`src/rtl/echo_detector_if.sv`:
```
// Bus bundle for echo_detector: sample/control inputs from the FIR side, results back.
interface echo_detector_if #(
  parameter int unsigned N     = 16,
  parameter int unsigned CNT_W = 16
) ();
  logic             en;
  logic [N-1:0]     X;
  logic             start;
  logic [N-1:0]     threshold;
  logic [CNT_W-1:0] blank;
  logic [CNT_W-1:0] timeout;
  logic [CNT_W-1:0] tof;
  logic [N-1:0]     peak;
  logic             valid;
  logic             timed_out;
  logic             busy;

  modport master (
    output en, X, start, threshold, blank, timeout,
    input  tof, peak, valid, timed_out, busy
  );

  modport slave (
    input  en, X, start, threshold, blank, timeout,
    output tof, peak, valid, timed_out, busy
  );
endinterface

```
`src/rtl/echo_detector.sv`:
```
// Time-of-flight echo detector: blanks, then listens for |X| >= threshold within a window.
// Optional ECHO_DETECTOR_AVG_EN: 4-sample moving average of magnitudes feeds compare/peak.
module echo_detector #(
  parameter int unsigned N     = 16,
  parameter int unsigned CNT_W = 16
) (
  input  logic               clk,
  input  logic               rst,
  echo_detector_if.slave     bus
);

  localparam logic [N-1:0]     MAG_MAX  = {1'b0, {(N-1){1'b1}}};
  localparam logic [N-1:0]     NEG_MAX  = {1'b1, {(N-1){1'b0}}};
  localparam logic [CNT_W-1:0] CNT_MAX  = {CNT_W{1'b1}};

  typedef enum logic [1:0] {IDLE, BLANK, LISTEN} state_e;

  state_e           state_q, state_d;
  logic [CNT_W-1:0] cnt_q, cnt_d;
  logic [CNT_W-1:0] tof_q, tof_d;
  logic [N-1:0]     peak_q, peak_d;
  logic             valid_q, valid_d;
  logic             timed_out_q, timed_out_d;
  logic             busy_q, busy_d;

  logic [N-1:0]     raw_mag_c;
  logic [N-1:0]     mag_c;
  logic             tmo_last_c;
  logic             blank_last_c;

  // Saturating absolute value: the most negative code maps to the largest positive.
  always_comb begin
    raw_mag_c = bus.X;
    if (bus.X == NEG_MAX)  raw_mag_c = MAG_MAX;
    else if (bus.X[N-1])   raw_mag_c = N'(~bus.X + N'(1));
  end

`ifdef ECHO_DETECTOR_AVG_EN
  localparam int unsigned SW = N + 2;

  logic [2:0][N-1:0] hist_q, hist_d;
  logic [SW-1:0]     sum_c;

  // hist_q[0] is the most recent accepted magnitude; history spans BLANK too.
  always_comb begin
    sum_c  = SW'(raw_mag_c) + SW'(hist_q[0]) + SW'(hist_q[1]) + SW'(hist_q[2]);
    mag_c  = sum_c[SW-1:2];
    hist_d = hist_q;
    if (bus.start)                      hist_d = '0;
    else if (bus.en && state_q != IDLE) hist_d = {hist_q[1:0], raw_mag_c};
  end

  always_ff @(posedge clk) begin
    if (rst) hist_q <= '0;
    else     hist_q <= hist_d;
  end
`else
  assign mag_c = raw_mag_c;
`endif

  assign tmo_last_c   = (bus.timeout != '0) && (cnt_q == bus.timeout - CNT_W'(1));
  assign blank_last_c = (cnt_q == bus.blank - CNT_W'(1));

  // Next-state and result logic; start overrides any same-cycle sample.
  always_comb begin
    state_d     = state_q;
    cnt_d       = cnt_q;
    tof_d       = tof_q;
    peak_d      = peak_q;
    valid_d     = 1'b0;
    timed_out_d = 1'b0;

    if (bus.start) begin
      cnt_d   = '0;
      peak_d  = '0;
      state_d = (bus.blank == '0) ? LISTEN : BLANK;
    end else if (bus.en) begin
      unique case (state_q)
        BLANK: begin
          if (tmo_last_c) begin
            tof_d       = CNT_MAX;
            timed_out_d = 1'b1;
            state_d     = IDLE;
          end else if (blank_last_c) begin
            state_d = LISTEN;
          end
        end
        LISTEN: begin
          if (mag_c > peak_q) peak_d = mag_c;
          if (mag_c >= bus.threshold) begin
            tof_d   = cnt_q;
            valid_d = 1'b1;
            state_d = IDLE;
          end else if (tmo_last_c) begin
            tof_d       = CNT_MAX;
            timed_out_d = 1'b1;
            state_d     = IDLE;
          end
        end
        default: ;
      endcase
      if (state_q != IDLE && cnt_q != CNT_MAX) cnt_d = cnt_q + CNT_W'(1);
    end

    busy_d = (state_d != IDLE);
  end

  always_ff @(posedge clk) begin
    if (rst) begin
      state_q     <= IDLE;
      cnt_q       <= '0;
      tof_q       <= '0;
      peak_q      <= '0;
      valid_q     <= 1'b0;
      timed_out_q <= 1'b0;
      busy_q      <= 1'b0;
    end else begin
      state_q     <= state_d;
      cnt_q       <= cnt_d;
      tof_q       <= tof_d;
      peak_q      <= peak_d;
      valid_q     <= valid_d;
      timed_out_q <= timed_out_d;
      busy_q      <= busy_d;
    end
  end

  assign bus.tof       = tof_q;
  assign bus.peak      = peak_q;
  assign bus.valid     = valid_q;
  assign bus.timed_out = timed_out_q;
  assign bus.busy      = busy_q;

endmodule

```
`src/flat_wrapper.sv`:
```
// flat-port wrapper written by rule: the top's interface ports become plain ports
module echo_detector_flat 
#(
  parameter int unsigned N     = 16,
  parameter int unsigned CNT_W = 16
)
  (clk, rst, bus_en, bus_X, bus_start, bus_threshold, bus_blank, bus_timeout, bus_tof, bus_peak, bus_valid, bus_timed_out, bus_busy);
  echo_detector_if #(.N(N), .CNT_W(CNT_W)) bus_i ();
  input  logic clk;
  input  logic rst;
  input wire logic [$bits(bus_i.en)-1:0] bus_en;
  input wire logic [$bits(bus_i.X)-1:0] bus_X;
  input wire logic [$bits(bus_i.start)-1:0] bus_start;
  input wire logic [$bits(bus_i.threshold)-1:0] bus_threshold;
  input wire logic [$bits(bus_i.blank)-1:0] bus_blank;
  input wire logic [$bits(bus_i.timeout)-1:0] bus_timeout;
  output wire logic [$bits(bus_i.tof)-1:0] bus_tof;
  output wire logic [$bits(bus_i.peak)-1:0] bus_peak;
  output wire logic [$bits(bus_i.valid)-1:0] bus_valid;
  output wire logic [$bits(bus_i.timed_out)-1:0] bus_timed_out;
  output wire logic [$bits(bus_i.busy)-1:0] bus_busy;
  assign bus_i.en = bus_en;
  assign bus_i.X = bus_X;
  assign bus_i.start = bus_start;
  assign bus_i.threshold = bus_threshold;
  assign bus_i.blank = bus_blank;
  assign bus_i.timeout = bus_timeout;
  assign bus_tof = bus_i.tof;
  assign bus_peak = bus_i.peak;
  assign bus_valid = bus_i.valid;
  assign bus_timed_out = bus_i.timed_out;
  assign bus_busy = bus_i.busy;
  echo_detector #(.N(N), .CNT_W(CNT_W)) u_core (.clk(clk), .rst(rst), .bus(bus_i));
endmodule
```
`config.mk`:
```
export PLATFORM = sky130hd
export DESIGN_NAME = echo_detector_flat
export DESIGN_NICKNAME = d
export VERILOG_FILES = /design/src/rtl/echo_detector_if.sv /design/src/rtl/echo_detector.sv /design/src/flat_wrapper.sv
export SDC_FILE = /design/constraint.sdc
export NUM_CORES = 1
export LEC_CHECK = 0
export ABC_CLOCK_PERIOD_IN_PS = 8200
export CAP_MARGIN = 10
export CORE_MARGIN = 5
export CORE_UTILIZATION = 63
export CTS_CLUSTER_SIZE = 10
export DETAILED_ROUTE_END_ITERATION = 6
export DONT_BUFFER_PORTS = 1
export GPL_ROUTABILITY_DRIVEN = 0
export PLACE_DENSITY_LB_ADDON = 0.05
export SLEW_MARGIN = 40
export SYNTH_ARGS = -nofsm -noshare
export SYNTH_HDL_FRONTEND = slang
export SYNTH_SLANG_ARGS = --single-unit
```
`constraint.sdc`:
```
create_clock -name clk -period 8.2 [get_ports clk]
set_input_delay 1.64 -clock clk [delete_from_list [all_inputs] [get_ports clk]]
set_output_delay 1.64 -clock clk [all_outputs]
set_load 0.02 [all_outputs]
```
; ---- After elaboration in Yosys (flattened, before gate mapping)
; Index checks and enable logic that the tools add are counted.
[word_totals]
word_cells = 53
inputBits = 68
ff_bits = 53
output_inout_bits = 35
[op_classes]
mux = 17
n_lt_le_gt_ge = 2
bitwise = 4
reduce_logical = 13
n_eq_ne = 6
n_addsub = 4
[op_table]
columns = operator, n
row1 = $mux 16, 4
row2 = $add 16x1->16 const B, 2
row3 = $eq 16x16->1, 2
row4 = $pmux 16 s2, 1
row5 = $sub 16x1->16 const B, 2
row6 = $eq 16x16->1 const B, 1
row7 = $ge 16x16->1, 1
row8 = $gt 16x16->1, 1
row9 = $logic_not 16->1, 1
row10 = $ne 16x16->1 const B, 1
row11 = $not 16->16, 1
row12 = $reduce_bool 16->1, 1
row13 = $mux 2, 7
row14 = $reduce_and 3->1, 2
row15 = $reduce_bool 2->1, 3
row16 = $pmux 2 s2, 1
row17 = $reduce_or 4->1, 1
row18 = $mux 1, 3
row19 = $not 1->1, 3
row20 = $reduce_or 3->1, 1
row21 = $eq 2x1->1 const B, 1
row22 = $eq 2x2->1 const B, 1
row23 = $logic_and 1x1->1, 2
row24 = $pmux 1 s2, 1
row25 = 2 further kinds, 2

; ---- Depth between registers and ports, before layout
[logic_depth]
depth_word = 10
depth_mapped = 17

; ---- Least setup slack after synthesis
; OpenSTA, ideal clock, no wires.
[synth_path]
path_type = input-to-reg
start = in bus_X[3]
end = reg u_core.tof_q[13] (netlist: u_core.bus.tof[13])
setup_ps = 119
t_arrival_ps = 4880
n_path_buf = 3
path_stages = 17
slack_ps = 3201
path_cell_list = or4_1 > nor2_1 > nand3_1 > or2_1 > clkbuf_1 > nand2_1 > ha_1 > o21a_1 > o211ai_1 > a21oi_1 > a21oi_1 > o21ai_1 > nand2_1 > or3_1 > buf_1 > clkbuf_1 > o221a_1
[synth_between]
elab_chain_len = 7
[synth_rtl]
columns = element, line_no
row1 = start: declaration, flat_wrapper.sv:12  ; input wire logic [$bits(bus_i.X)-1:0] bus_X;
row2 = $not 16->16, echo_detector.sv:35  ; else if (bus.X[N-1]) raw_mag_c = N'(~bus.X + N'(1));
row3 = $add 16x1->16, echo_detector.sv:35
row4 = $mux 16, echo_detector.sv:35
row5 = $mux 16 *, echo_detector.sv:34  ; if (bus.X == NEG_MAX) raw_mag_c = MAG_MAX;
row6 = via u_core.mag_c[4], echo_detector.sv:27  ; logic [N-1:0] mag_c;
row7 = $ge 16x16->1 *, echo_detector.sv:90  ; if (mag_c >= bus.threshold) begin
row8 = $mux 16 *, echo_detector.sv:90
row9 = $pmux 16 s2 *, echo_detector.sv:78  ; unique case (state_q)
row10 = end signal: assignment, echo_detector.sv:120  ; tof_q <= tof_d;
row11 = end: declaration, echo_detector.sv:20  ; logic [CNT_W-1:0] tof_q, tof_d;
; Mark *: on every way through the listed nets, which the timed path passes. The rest lies on a longest branch.
; A chain may end at the register's enable or synchronous reset.

; ---- Final worst setup path
[layout_path]
start = in bus_X[3]
end = reg u_core.tof_q[4] (netlist: u_core.bus.tof[4])
; The elaborated chain is that of the path after synthesis.

==> qor.csv <==
stage,metric,value,unit
timing,Setup-failing EPs final,0,
worst_setup_path,crit path capture type,flip-flop,
detailed_routing,post-route ant nets,0,
placed_design,post-DP HPWL,8722,um
worst_setup_path,worst-path cell chain,or4_1 > nor2_1 > nand3_1 > or2_1 > nand2_1 > ha_1 > o21a_1 > o211ai_1 > a21oi_1 > a21oi_1 > o21ai_1 > nand2_1 > or3_1 > o221a_1,
worst_setup_path,Crit Path Class,in2reg,
floorplanning,Die H,93.58,um
cts,clock-pin slew on the worst setup and hold paths,100,ps
worst_hold_path,HP Class,reg2reg,
power_and_ir_drop,Static Leak,1.615,nW
synth,"Net Count, Synth",654,
run_status,status,completed,
grt,first-pass GRT wire length,17570,um
run,maxcap violations,0,
placed_design,IO buf count,0,
worst_setup_path,worst-path maximum fanout,16,
grt,largest net degree at the start of global routing,33,
finish,layout cell share with drive strength beyond 1,0.04952,
timing,crit share post-route,0.6327,
worst_setup_path,Slowest cell on crit path,or3_1,
cts,Root Buffer,clkbuf_8,
timing,slew of the pin with the lowest slew margin,768.6,ps
detailed_routing,DRT Pass-1 Iters,4,
worst_setup_path,crit path launch,bus_X[3],
synth,largest cells by area after synthesis,"dfxtp_1 (24%), ha_1 (11%), xnor2_1 (6.4%)",
grt,total global-route track usage,0.2490,
detailed_routing,drt wl/cell,17.54,um
synth,ys flop type,dfxtp_1,
floorplanning,row count,30,
detailed_routing,DR DRC count,0,
finish,Non-Filler Instances,621,
timing,Clock Skews,18.94,ps
synth,Ys Warns,0,
worst_setup_path,CP peak stage delay,600,ps
synth,number of enable flip-flop cells after synthesis,0,
timing,Fin Setup TNS,0,ps
timing,Final min period,5188,ps
worst_hold_path,hold path start,u_core.state_q[0],
worst_setup_path,startpoint types,primary input,
synth,register area share after synthesis,0.2411,
cts,post_cts resized,0,
synth,Synth area leader,dfxtp_1,
worst_setup_path,CP bufs+invs,0,
synth,Yosys reg bits,53,
power_and_ir_drop,worst vdd ir,0.00007994,V
detailed_routing,Vias/cell,6.285,
cts,Sink Count,53,
worst_setup_path,FF-to-FF Start,u_core.bus.peak[1],
finish,Synth-to-Final Area Change,2.417,%
power_and_ir_drop,Pwr Total,514.7,uW
synth,most common cell in the netlist,nor2_1,
timing,RSZ-0062 raised after global routing,false,
synth,Synth async-reset ratio,0,
synth,Synth cell types,66,
power_and_ir_drop,Power Density,114.2,mW/mm^2
synth,Synth Cell Area,0.004400,sq mm
grt,initial antenna violation count,0,
worst_setup_path,"delay-heaviest family, CP",simple AND/OR/NAND/NOR gates,
timing,Final Hold Fails,0,
detailed_routing,Iter 0 DRT Violations,131,
synth,Syn Area/Cell,8.045,sq um
cts,Max clock buf depth,2,
floorplanning,core footprint,0.006794,sq mm
finish,Layout Nets,631,
cts,htree depth,2,
timing,Max Fclk,192.7,MHz
floorplanning,Initial Util,0.6477,
synth,number of standard cells after synthesis,547,
timing,count of pins over their slew limit,0,
cts,cts hold-fix bufs,0,
synth,area share of the largest cell type after synthesis,0.2411,
finish,# diodes,0,
placed_design,DP Cell Count,613,
detailed_routing,final wirelength,10890,um
timing,Worst slew margin,0.4856,
floorplanning,die area,0.008756,sq mm
worst_setup_path,Critical Path RT,8410,ps
floorplanning,io pins,103,
grt,GRT overflow,0,
worst_setup_path,Critical Path AT,5390,ps
cts,CTS tree,built,
detailed_routing,via count,3903,
cts,worst-skew pair later-pin latency,320,ps
cts,CTS Buf Count,5,
grt,vias in the first global route,3759,
synth,leading cell types by count after synthesis,"nor2_1 (56), dfxtp_1 (53), inv_1 (45)",
floorplanning,Die X,93.58,um
cts,post-CTS setup buffers,0,
[worst register-to-register path: stages, from the launching register on]
cell,delay [ps]
dfxtp_1,490
inv_1,110
ha_1,320
nor2b_1,140
o21a_1,160
o21a_1,160
o41ai_1,240
a21boi_1,160
o21ai_4,650
nor2_1,80
a211oi_1,240
[cell families after synthesis]
logic type / share of synthesized area
flops: 0.2411
fa+ha+maj: 0.1109
compound gates: 0.2155
simple gates: 0.2289
xor+xnor: 0.1254
mux: 0.009667
buf+inv: 0.06852
[cells in the final DEF (no fill, tap or decap), types with 4 or more instances in the layout]
cell type and n:
o21ai_0 6, nand2_1 36, or4_1 4, nand4_1 16, o21a_1 6, a31oi_1 6, o221a_1 16, ha_1 39
and3_1 7, or3_1 5, o31ai_1 5, o21ai_1 12, inv_1 45, xor2_1 31, clkbuf_8 5, xnor2_1 32
nor2_1 56, nand2b_1 4, o211ai_1 6, nor4_1 8, a211oi_1 18, a21o_1 4, a21oi_1 22, nand3_1 15
dfxtp_1 53, nor3_1 9
[routing by layer]
metal	wire, um	track usage
met1	4302	0.2808
met3	901	0.07241
met2	5440	0.4437
met4	245	0.08905
met5	0	0
[path summary, 6_finish.rpt]
check                                          end  slack (ps)  cells after the start
worst max-delay path             u_core.bus.tof[4]        3010                     14
worst min-delay path             u_core.state_q[0]         580                      2
worst max register to register  u_core.bus.peak[1]        5360                     10
worst min register to register   u_core.state_q[0]         580                      2
[layout make-up]
type | count | area [sq um]
clock buffers | 5 | 68.82
clock inverters | 3 | 26.28
fillers | 600 | 2287
inverters | 45 | 168.9
multi-input cells | 418 | 3054
flip-flops and latches | 53 | 1061
well taps | 96 | 120.1
repair buffers | 1 | 7.507
[state kept, by name, indices dropped and copies added, names as in the netlist]
name                  count
u_core.bus.peak          16
u_core.bus.busy           1
u_core.bus.timed_out      1
u_core.bus.tof           16
u_core.state_q            2
u_core.cnt_q             16
u_core.bus.valid          1
[report_power, final]
group | switching, mW | leakage (nW) | internal [mW] | total (mW)
clock | 0.0962 | 0.0495 | 0.0637 | 0.160
sequential | 0.000865 | 0.427 | 0.258 | 0.259
combinational | 0.0539 | 1.14 | 0.0422 | 0.0961
total | 0.151 | 1.62 | 0.364 | 0.515
[per-stage QoR]
step	hold slack (ps)	area, sq um	util	worst slack (ps)
final	579.5	4507	0.6634	3012
after global routing	612.5	4507	0.6634	2678
after CTS	583.1	4502	0.6626	3002
after detailed placement	567.7	4407	0.6486	2673
after global placement	547.4	4399	0.6475	2598
after floorplan	510.9	4400	-	3201
Note: power is estimated with default switching activity, not from simulation.
